$ cat src/rtl/io_tx_l2_sequencer_if.sv
// ---------------------------------------------------------------------------
// io_tx_l2_sequencer_if
// Groups the signals of the TX L2 sequencer that face the channel register
// files, the TX FIFOs and the L2 read arbiter.
//   cfg_*  : per-channel transfer setup / status (flattened, channel c at slice c)
//   ch_*   : FIFO request and the one-cycle grant with its frame markers
//   l2_*   : single L2 read-request port
// The slave modport is the sequencer's view; master is the view of whatever
// drives it (register file / FIFOs / L2 arbiter, or a testbench).
// ---------------------------------------------------------------------------
interface io_tx_l2_sequencer_if #(
  parameter int N_CH       = 4,
  parameter int L2_AWIDTH  = 32,
  parameter int TRANS_SIZE = 16
);
  logic [N_CH*L2_AWIDTH-1:0]  cfg_startaddr_i;
  logic [N_CH*TRANS_SIZE-1:0] cfg_size_i;
  logic [N_CH-1:0]            cfg_en_i;
  logic [N_CH-1:0]            cfg_clr_i;
  logic [N_CH-1:0]            cfg_busy_o;
  logic [N_CH-1:0]            ch_req_i;
  logic [N_CH-1:0]            ch_gnt_o;
  logic [N_CH-1:0]            ch_sof_o;
  logic [N_CH-1:0]            ch_eof_o;
  logic [N_CH-1:0]            ch_done_o;
  logic                       l2_req_o;
  logic [L2_AWIDTH-1:0]       l2_addr_o;
  logic                       l2_gnt_i;

  modport slave (
    input  cfg_startaddr_i, cfg_size_i, cfg_en_i, cfg_clr_i, ch_req_i, l2_gnt_i,
    output cfg_busy_o, ch_gnt_o, ch_sof_o, ch_eof_o, ch_done_o, l2_req_o, l2_addr_o
  );

  modport master (
    output cfg_startaddr_i, cfg_size_i, cfg_en_i, cfg_clr_i, ch_req_i, l2_gnt_i,
    input  cfg_busy_o, ch_gnt_o, ch_sof_o, ch_eof_o, ch_done_o, l2_req_o, l2_addr_o
  );
endinterface

$ cat src/rtl/io_tx_l2_sequencer.sv
// ---------------------------------------------------------------------------
// io_tx_l2_sequencer
// Shares one L2 read-request port among N_CH uDMA TX channels. Each channel
// holds a word-aligned transfer (address, remaining bytes); while its FIFO
// requests, a round-robin arbiter issues one word read at a time and returns
// a one-cycle grant tagged with start/end-of-frame so the FIFO can mark data.
// Ports:
//   clk_i  : clock
//   rstn_i : asynchronous active-low reset
//   bus    : slave modport of io_tx_l2_sequencer_if (cfg_*, ch_*, l2_*)
// ---------------------------------------------------------------------------
module io_tx_l2_sequencer #(
  parameter int N_CH       = 4,
  parameter int L2_AWIDTH  = 32,
  parameter int TRANS_SIZE = 16
) (
  input  logic                     clk_i,
  input  logic                     rstn_i,
  io_tx_l2_sequencer_if.slave      bus
);

  localparam int CW = $clog2(N_CH);

  typedef enum logic {ARB, REQ} arb_state_e;

  arb_state_e           state_q, state_d;
  logic [CW-1:0]        win_q, win_d;
  logic [CW-1:0]        ptr_q, ptr_d;
  logic [L2_AWIDTH-1:0] l2_addr_q, l2_addr_d;
  // Set when the current winner is cleared while its request is outstanding;
  // the eventual L2 grant is then swallowed.
  logic                 abort_q, abort_d;

  logic [N_CH-1:0]      ch_busy, elig, gnt_v, sof_v, eof_v;
  logic [L2_AWIDTH-1:0] ch_addr [N_CH];
  logic                 take;
  logic                 found;
  logic [CW-1:0]        pick, idx;

  // ------------------------------------------------------------------ channels
  for (genvar gi = 0; gi < N_CH; gi++) begin : g_ch
    logic                  busy_q, first_q;
    logic [L2_AWIDTH-1:0]  addr_q;
    logic [TRANS_SIZE-1:0] rem_q;
    logic [TRANS_SIZE-1:0] size_rnd;
    logic [L2_AWIDTH-1:0]  start_aln;

    // Transfers move whole words only: drop the byte-offset bits.
    assign size_rnd  = bus.cfg_size_i[gi*TRANS_SIZE +: TRANS_SIZE] & ~TRANS_SIZE'(3);
    assign start_aln = bus.cfg_startaddr_i[gi*L2_AWIDTH +: L2_AWIDTH] & ~L2_AWIDTH'(3);

    assign elig[gi]    = busy_q & bus.ch_req_i[gi] & ~bus.cfg_clr_i[gi];
    assign gnt_v[gi]   = take && (win_q == CW'(gi));
    assign sof_v[gi]   = gnt_v[gi] & first_q;
    assign eof_v[gi]   = gnt_v[gi] & (rem_q == TRANS_SIZE'(4));
    assign ch_busy[gi] = busy_q;
    assign ch_addr[gi] = addr_q;

    always_ff @(posedge clk_i or negedge rstn_i) begin
      if (!rstn_i) begin
        busy_q  <= 1'b0;
        first_q <= 1'b0;
        addr_q  <= '0;
        rem_q   <= '0;
      end else if (bus.cfg_clr_i[gi]) begin
        busy_q <= 1'b0;
      end else if (gnt_v[gi]) begin
        addr_q  <= addr_q + L2_AWIDTH'(4);
        rem_q   <= rem_q - TRANS_SIZE'(4);
        first_q <= 1'b0;
        if (rem_q == TRANS_SIZE'(4)) busy_q <= 1'b0;
      end else if (bus.cfg_en_i[gi] && !busy_q && size_rnd != '0) begin
        addr_q  <= start_aln;
        rem_q   <= size_rnd;
        first_q <= 1'b1;
        busy_q  <= 1'b1;
      end
    end
  end

  // ------------------------------------------------------- round-robin search
  // First eligible channel after the last winner, wrapping around.
  always_comb begin
    found = 1'b0;
    pick  = ptr_q;
    idx   = '0;
    for (int i = 1; i <= N_CH; i++) begin
      idx = CW'((int'(ptr_q) + i) % N_CH);
      if (!found && elig[idx]) begin
        found = 1'b1;
        pick  = idx;
      end
    end
  end

  // ---------------------------------------------------------------- arbiter
  always_comb begin
    state_d   = state_q;
    win_d     = win_q;
    ptr_d     = ptr_q;
    l2_addr_d = l2_addr_q;
    abort_d   = abort_q;
    take      = 1'b0;
    case (state_q)
      ARB: begin
        if (found) begin
          state_d   = REQ;
          win_d     = pick;
          ptr_d     = pick;
          l2_addr_d = ch_addr[pick];
          abort_d   = 1'b0;
        end
      end
      REQ: begin
        abort_d = abort_q | bus.cfg_clr_i[win_q];
        if (bus.l2_gnt_i) begin
          // A clear in the grant cycle itself also aborts the word.
          take    = ~abort_q & ~bus.cfg_clr_i[win_q] & ch_busy[win_q];
          state_d = ARB;
        end
      end
      default: state_d = ARB;
    endcase
  end

  always_ff @(posedge clk_i or negedge rstn_i) begin
    if (!rstn_i) begin
      state_q   <= ARB;
      win_q     <= '0;
      ptr_q     <= CW'(N_CH - 1);
      l2_addr_q <= '0;
      abort_q   <= 1'b0;
    end else begin
      state_q   <= state_d;
      win_q     <= win_d;
      ptr_q     <= ptr_d;
      l2_addr_q <= l2_addr_d;
      abort_q   <= abort_d;
    end
  end

  assign bus.cfg_busy_o = ch_busy;
  assign bus.ch_gnt_o   = gnt_v;
  assign bus.ch_sof_o   = sof_v;
  assign bus.ch_eof_o   = eof_v;
  assign bus.ch_done_o  = eof_v;
  assign bus.l2_req_o   = (state_q == REQ);
  assign bus.l2_addr_o  = l2_addr_q;

endmodule

$ cat src/flat_wrapper.sv
// flat-port wrapper written by rule: the top's interface ports become plain ports
module io_tx_l2_sequencer_flat 
#(
  parameter int N_CH       = 4,
  parameter int L2_AWIDTH  = 32,
  parameter int TRANS_SIZE = 16
)
  (clk_i, rstn_i, bus_cfg_startaddr_i, bus_cfg_size_i, bus_cfg_en_i, bus_cfg_clr_i, bus_ch_req_i, bus_l2_gnt_i, bus_cfg_busy_o, bus_ch_gnt_o, bus_ch_sof_o, bus_ch_eof_o, bus_ch_done_o, bus_l2_req_o, bus_l2_addr_o);
  io_tx_l2_sequencer_if #(.N_CH(N_CH), .L2_AWIDTH(L2_AWIDTH), .TRANS_SIZE(TRANS_SIZE)) bus_i ();
  input  logic clk_i;
  input  logic rstn_i;
  input wire logic [$bits(bus_i.cfg_startaddr_i)-1:0] bus_cfg_startaddr_i;
  input wire logic [$bits(bus_i.cfg_size_i)-1:0] bus_cfg_size_i;
  input wire logic [$bits(bus_i.cfg_en_i)-1:0] bus_cfg_en_i;
  input wire logic [$bits(bus_i.cfg_clr_i)-1:0] bus_cfg_clr_i;
  input wire logic [$bits(bus_i.ch_req_i)-1:0] bus_ch_req_i;
  input wire logic [$bits(bus_i.l2_gnt_i)-1:0] bus_l2_gnt_i;
  output wire logic [$bits(bus_i.cfg_busy_o)-1:0] bus_cfg_busy_o;
  output wire logic [$bits(bus_i.ch_gnt_o)-1:0] bus_ch_gnt_o;
  output wire logic [$bits(bus_i.ch_sof_o)-1:0] bus_ch_sof_o;
  output wire logic [$bits(bus_i.ch_eof_o)-1:0] bus_ch_eof_o;
  output wire logic [$bits(bus_i.ch_done_o)-1:0] bus_ch_done_o;
  output wire logic [$bits(bus_i.l2_req_o)-1:0] bus_l2_req_o;
  output wire logic [$bits(bus_i.l2_addr_o)-1:0] bus_l2_addr_o;
  assign bus_i.cfg_startaddr_i = bus_cfg_startaddr_i;
  assign bus_i.cfg_size_i = bus_cfg_size_i;
  assign bus_i.cfg_en_i = bus_cfg_en_i;
  assign bus_i.cfg_clr_i = bus_cfg_clr_i;
  assign bus_i.ch_req_i = bus_ch_req_i;
  assign bus_i.l2_gnt_i = bus_l2_gnt_i;
  assign bus_cfg_busy_o = bus_i.cfg_busy_o;
  assign bus_ch_gnt_o = bus_i.ch_gnt_o;
  assign bus_ch_sof_o = bus_i.ch_sof_o;
  assign bus_ch_eof_o = bus_i.ch_eof_o;
  assign bus_ch_done_o = bus_i.ch_done_o;
  assign bus_l2_req_o = bus_i.l2_req_o;
  assign bus_l2_addr_o = bus_i.l2_addr_o;
  io_tx_l2_sequencer #(.N_CH(N_CH), .L2_AWIDTH(L2_AWIDTH), .TRANS_SIZE(TRANS_SIZE)) u_core (.clk_i(clk_i), .rstn_i(rstn_i), .bus(bus_i));
endmodule
$ cat config.mk
export PLATFORM = sky130hd
export DESIGN_NAME = io_tx_l2_sequencer_flat
export DESIGN_NICKNAME = d
export VERILOG_FILES = /design/src/rtl/io_tx_l2_sequencer_if.sv /design/src/rtl/io_tx_l2_sequencer.sv /design/src/flat_wrapper.sv
export SDC_FILE = /design/constraint.sdc
export NUM_CORES = 1
export LEC_CHECK = 0
export ABC_AREA = 1
export BUFFER_PORTS_ARGS = -buffer_cell sky130_fd_sc_hd__buf_2
export CAP_MARGIN = 20
export CORE_ASPECT_RATIO = 1.75
export CORE_MARGIN = 10
export CORE_UTILIZATION = 30
export CTS_CLUSTER_DIAMETER = 150
export CTS_CLUSTER_SIZE = 14
export DETAILED_ROUTE_END_ITERATION = 8
export GPL_TIMING_DRIVEN = 0
export SLEW_MARGIN = 20
export SYNTH_ARGS = -nofsm -noshare
export SYNTH_HDL_FRONTEND = slang
export SYNTH_SLANG_ARGS = --single-unit
$ cat constraint.sdc
create_clock -name clk_i -period 2.6 [get_ports clk_i]
set_input_delay 0.52 -clock clk_i [delete_from_list [all_inputs] [get_ports clk_i]]
set_output_delay 0.52 -clock clk_i [all_outputs]
set_load 0.005 [all_outputs]
==> metrics.txt <==
Hold Crit Class input pin to flip-flop; Iter 0 DRT Violations 1057; Site Rows 112; critical-path cell list inv_2, nor2_4, nand2_1, o2111ai_2, nor2_2, nand2_4, nor2_4, inv_6, nor4_4, buf_4, buf_6; FF-to-FF setup slack 60 ps; Synth warnings 0; cell area after synthesis 16200 um2; multi-input logic area 9640 um2; first-pass GRT wire length 102000 um; prevailing post-synth register cell dfrtp_1; worst-path fanout max 5; Final #Nets 3107; first-pass detailed-route iteration total 5; detailed placer's ending HPWL 54000 um; post-synth top area share 33.7%; RD Place Congestion 0.951; Sum Neg Setup Slack -2710 ps; arrival time worst endpoint 2340 ps; delay-heaviest family, CP simple AND/OR/NAND/NOR gates; worst r2r dst u_core.g_ch[3].addr_q[18]; Starting Density 30.3%; clock network power share 16.3%; slack of the critical path -262 ps; die height 327 um; Syn Area/Cell 6.25 um2; WS Path Type flip-flop to output port; H-Tree Depth 1; run status finished, violations left; Critical Path Sink Type output port; PwrDens 895 nW/um2; Commonest cells post-synth nand2_1 (1281), nand3_1 (257), dfrtp_1 (218); Most common cell on crit path nor2_4; drc violations 0; share of cells above drive strength 1 15.9%; worst-case vdd ir drop 0.501 mV; RSZ-0062 raised after global routing true; initial antenna violation count 6; min-delay src bus_l2_gnt_i; Setup crit end bus_ch_eof_o[1]; P_sw 8.63 mW; vias in the first global route 17700; IO Port Bufs 241; Lkg Pwr 10.2 nW; critical path required time 2080 ps; Comb pwr share 50.0%; Netlist cell types 41; sequential share of power 33.7%; vias 17600; register area share after synthesis 34.0%; min Tclk post-route 2860 ps; die area 64000 um2; Final Hold Vio Count 0; Internal 8.81 mW; Clock Latency Late Sink 530 ps; stages on the worst setup path 11; CTS tree yes; clk_skew 19.5 ps; Num CTS Buffers 19; I/O pins 260; fillcell total 5976; Yosys top cell by area dfrtp_1; register area 5510 um2; Die W 196 um; FFs w/ async S/R, synth 100%; clock-pin slew on the worst setup and hold paths 80 ps; failing checks negative setup slack; Worst setup startpoint u_core.win_q[1]; Peak Freq 349 MHz; Slowest-stage cell, CP dfrtp_2; Sw Share 49.5%; Root Buffer Master clkbuf_16; count leader, synth nand2_1; critical path buffer and inverter count 4; clk sinks 220; max_slew headroom 44.9%; total track usage 20.3%; post-route ant nets 0; Post-synth EDFFs 0; P&R area growth vs syn 20.4%; gr ovfl total 0; Max stage delay on crit path 440 ps; Routed WL 67100 um; core area 53400 um2; CP Launch Type flip-flop; pin count of the biggest net entering global routing 68; synthesized instance count 2589; R2R Path Start u_core.win_q[1]; Max-cap violations 0; cells on worst reg2reg path 16; #FFs+latches synth 220; Max Slew Vio Count 0; top cells by area, synth dfrtp_1 (34%), nand2_1 (30%), nand3_1 (7.9%), xor2_1 (4.4%), nor2_1 (3.6%); fin util 36.5%; deepest clock path buffer count 3; period utilization 110%; measured slew at the worst slew-check pin 819 ps; WL per Instance 18.8 um; Vias/cell 4.92; final setup vio count 16
-- power by group through the flow --
stage	combinational, mW	sequential (mW)	clock (mW)
after floorplan	5.56	5.30	0
after global placement	8.26	5.85	0
after detailed placement	8.38	5.85	0
after CTS	8.55	5.80	2.93
after global routing	9.63	5.98	3.03
final	8.73	5.87	2.84
-- routing by layer --
metal	up-vias	share of wire [%]	track usage (%)
li1	8745	-	-
met5	-	0.085	0
met4	10	5.3	10.3
met3	155	5.9	3.07
met1	8135	39	23.0
met2	542	50	35.8
-- cell usage in the layout (no fill, tap or decap), drive strengths merged, types with 3 or more instances in the layout --
master,instances
o21bai,3
or2,9
nor2,159
ha,12
xnor2,48
a21oi,4
clkbuf,59
dfrtp,218
nor3,63
buf,368
o21ai,93
nor4,19
inv,144
nand2,1287
nand3,258
nand4,38
xor2,81
nand3b,9
nor3b,6
-- worst register-to-register path: stages (launching register included) --
cell       delay (ps)
dfrtp_2           440
inv_2              90
nor2_4             60
nand2_1            80
o2111ai_2         140
nor2_2            170
nand2_4           110
nor2_4            120
buf_12            140
clkinv_8           60
buf_8             120
buf_4             190
nand2_1            80
nand2_1           210
clkbuf_4          290
nand2_1            90
nand2_1            50
-- state kept, by name, indices dropped and copies added, names as in the netlist --
name / flops
u_core.win_q: 2
u_core.abort_q: 1
u_core.g_ch.first_q: 4
u_core.bus.l2_req_o: 1
u_core.g_ch.busy_q: 4
u_core.g_ch.addr_q: 120
u_core.ptr_q: 2
u_core.bus.l2_addr_o: 30
u_core.g_ch.rem_q: 56
-- per-stage QoR --
step	setup WS [ps]	instance area, um2	hold slack, ps	total power [mW]	instances
after floorplan	282	16200	224	10.9	2590
after global placement	-3340	18300	456	14.1	3515
after detailed placement	-799	18300	434	14.2	3518
after CTS	-408	19200	189	17.3	3562
after global routing	-376	19500	206	18.6	3577
final	-262	19500	202	17.4	3578
-- final cells by class --
cell class	instances	share of cell area, %
Buffer	121	3.71
Clock buffer	25	2.56
Clock inverter	1	0.154
Antenna cell	1	0.0128
Timing Repair Buffer	282	8.54
Tap cell	684	4.39
Multi-Input combinational cell	2099	49.5
Sequential cell	220	28.3
Inverter	145	2.88
-- worst min-delay path by stage --
stage | cells past startpoint | endpoint | slack (ps)
3_5_place_dp | 1 | u_core.g_ch[1].addr_q[13] | 430
2_1_floorplan | 0 | u_core.abort_q | 220
6_report | 2 | u_core.bus.l2_req_o | 200
4_1_cts | 2 | u_core.bus.l2_req_o | 190
5_1_grt | 2 | u_core.bus.l2_req_o | 210
3_3_place_gp | 2 | u_core.g_ch[1].first_q | 460
-- cells by family (layout without fill, tap and decap cells) --
group                    Yosys count  in the layout  share of synthesized area (%)
XOR/XNOR                         129            129                           6.98
AND/OR/NAND/NOR                 1848           1848                           47.0
adder cells (fa/ha/maj)           12             12                          0.928
flip-flops                       220            220                           34.0
AO/OA/AOI/OAI                    108            108                           3.63
buffers and inverters            271            574                           7.41
other                              1              3                         0.0232
-- what timing repair did --
| action | in CTS | in global routing |
|---|---|---|
| endpoints found under the setup margin | 24 | 165 |
| gates resized for setup | 47 | 55 |
| hold endpoints to repair | 40 | 0 |
| setup buffers | 20 | 18 |
| cloned | 0 | 0 |
| pin swaps | 9 | 8 |
| hold buffers | 1 | 0 |
No activity file was read; power rests on OpenSTA's default activity.
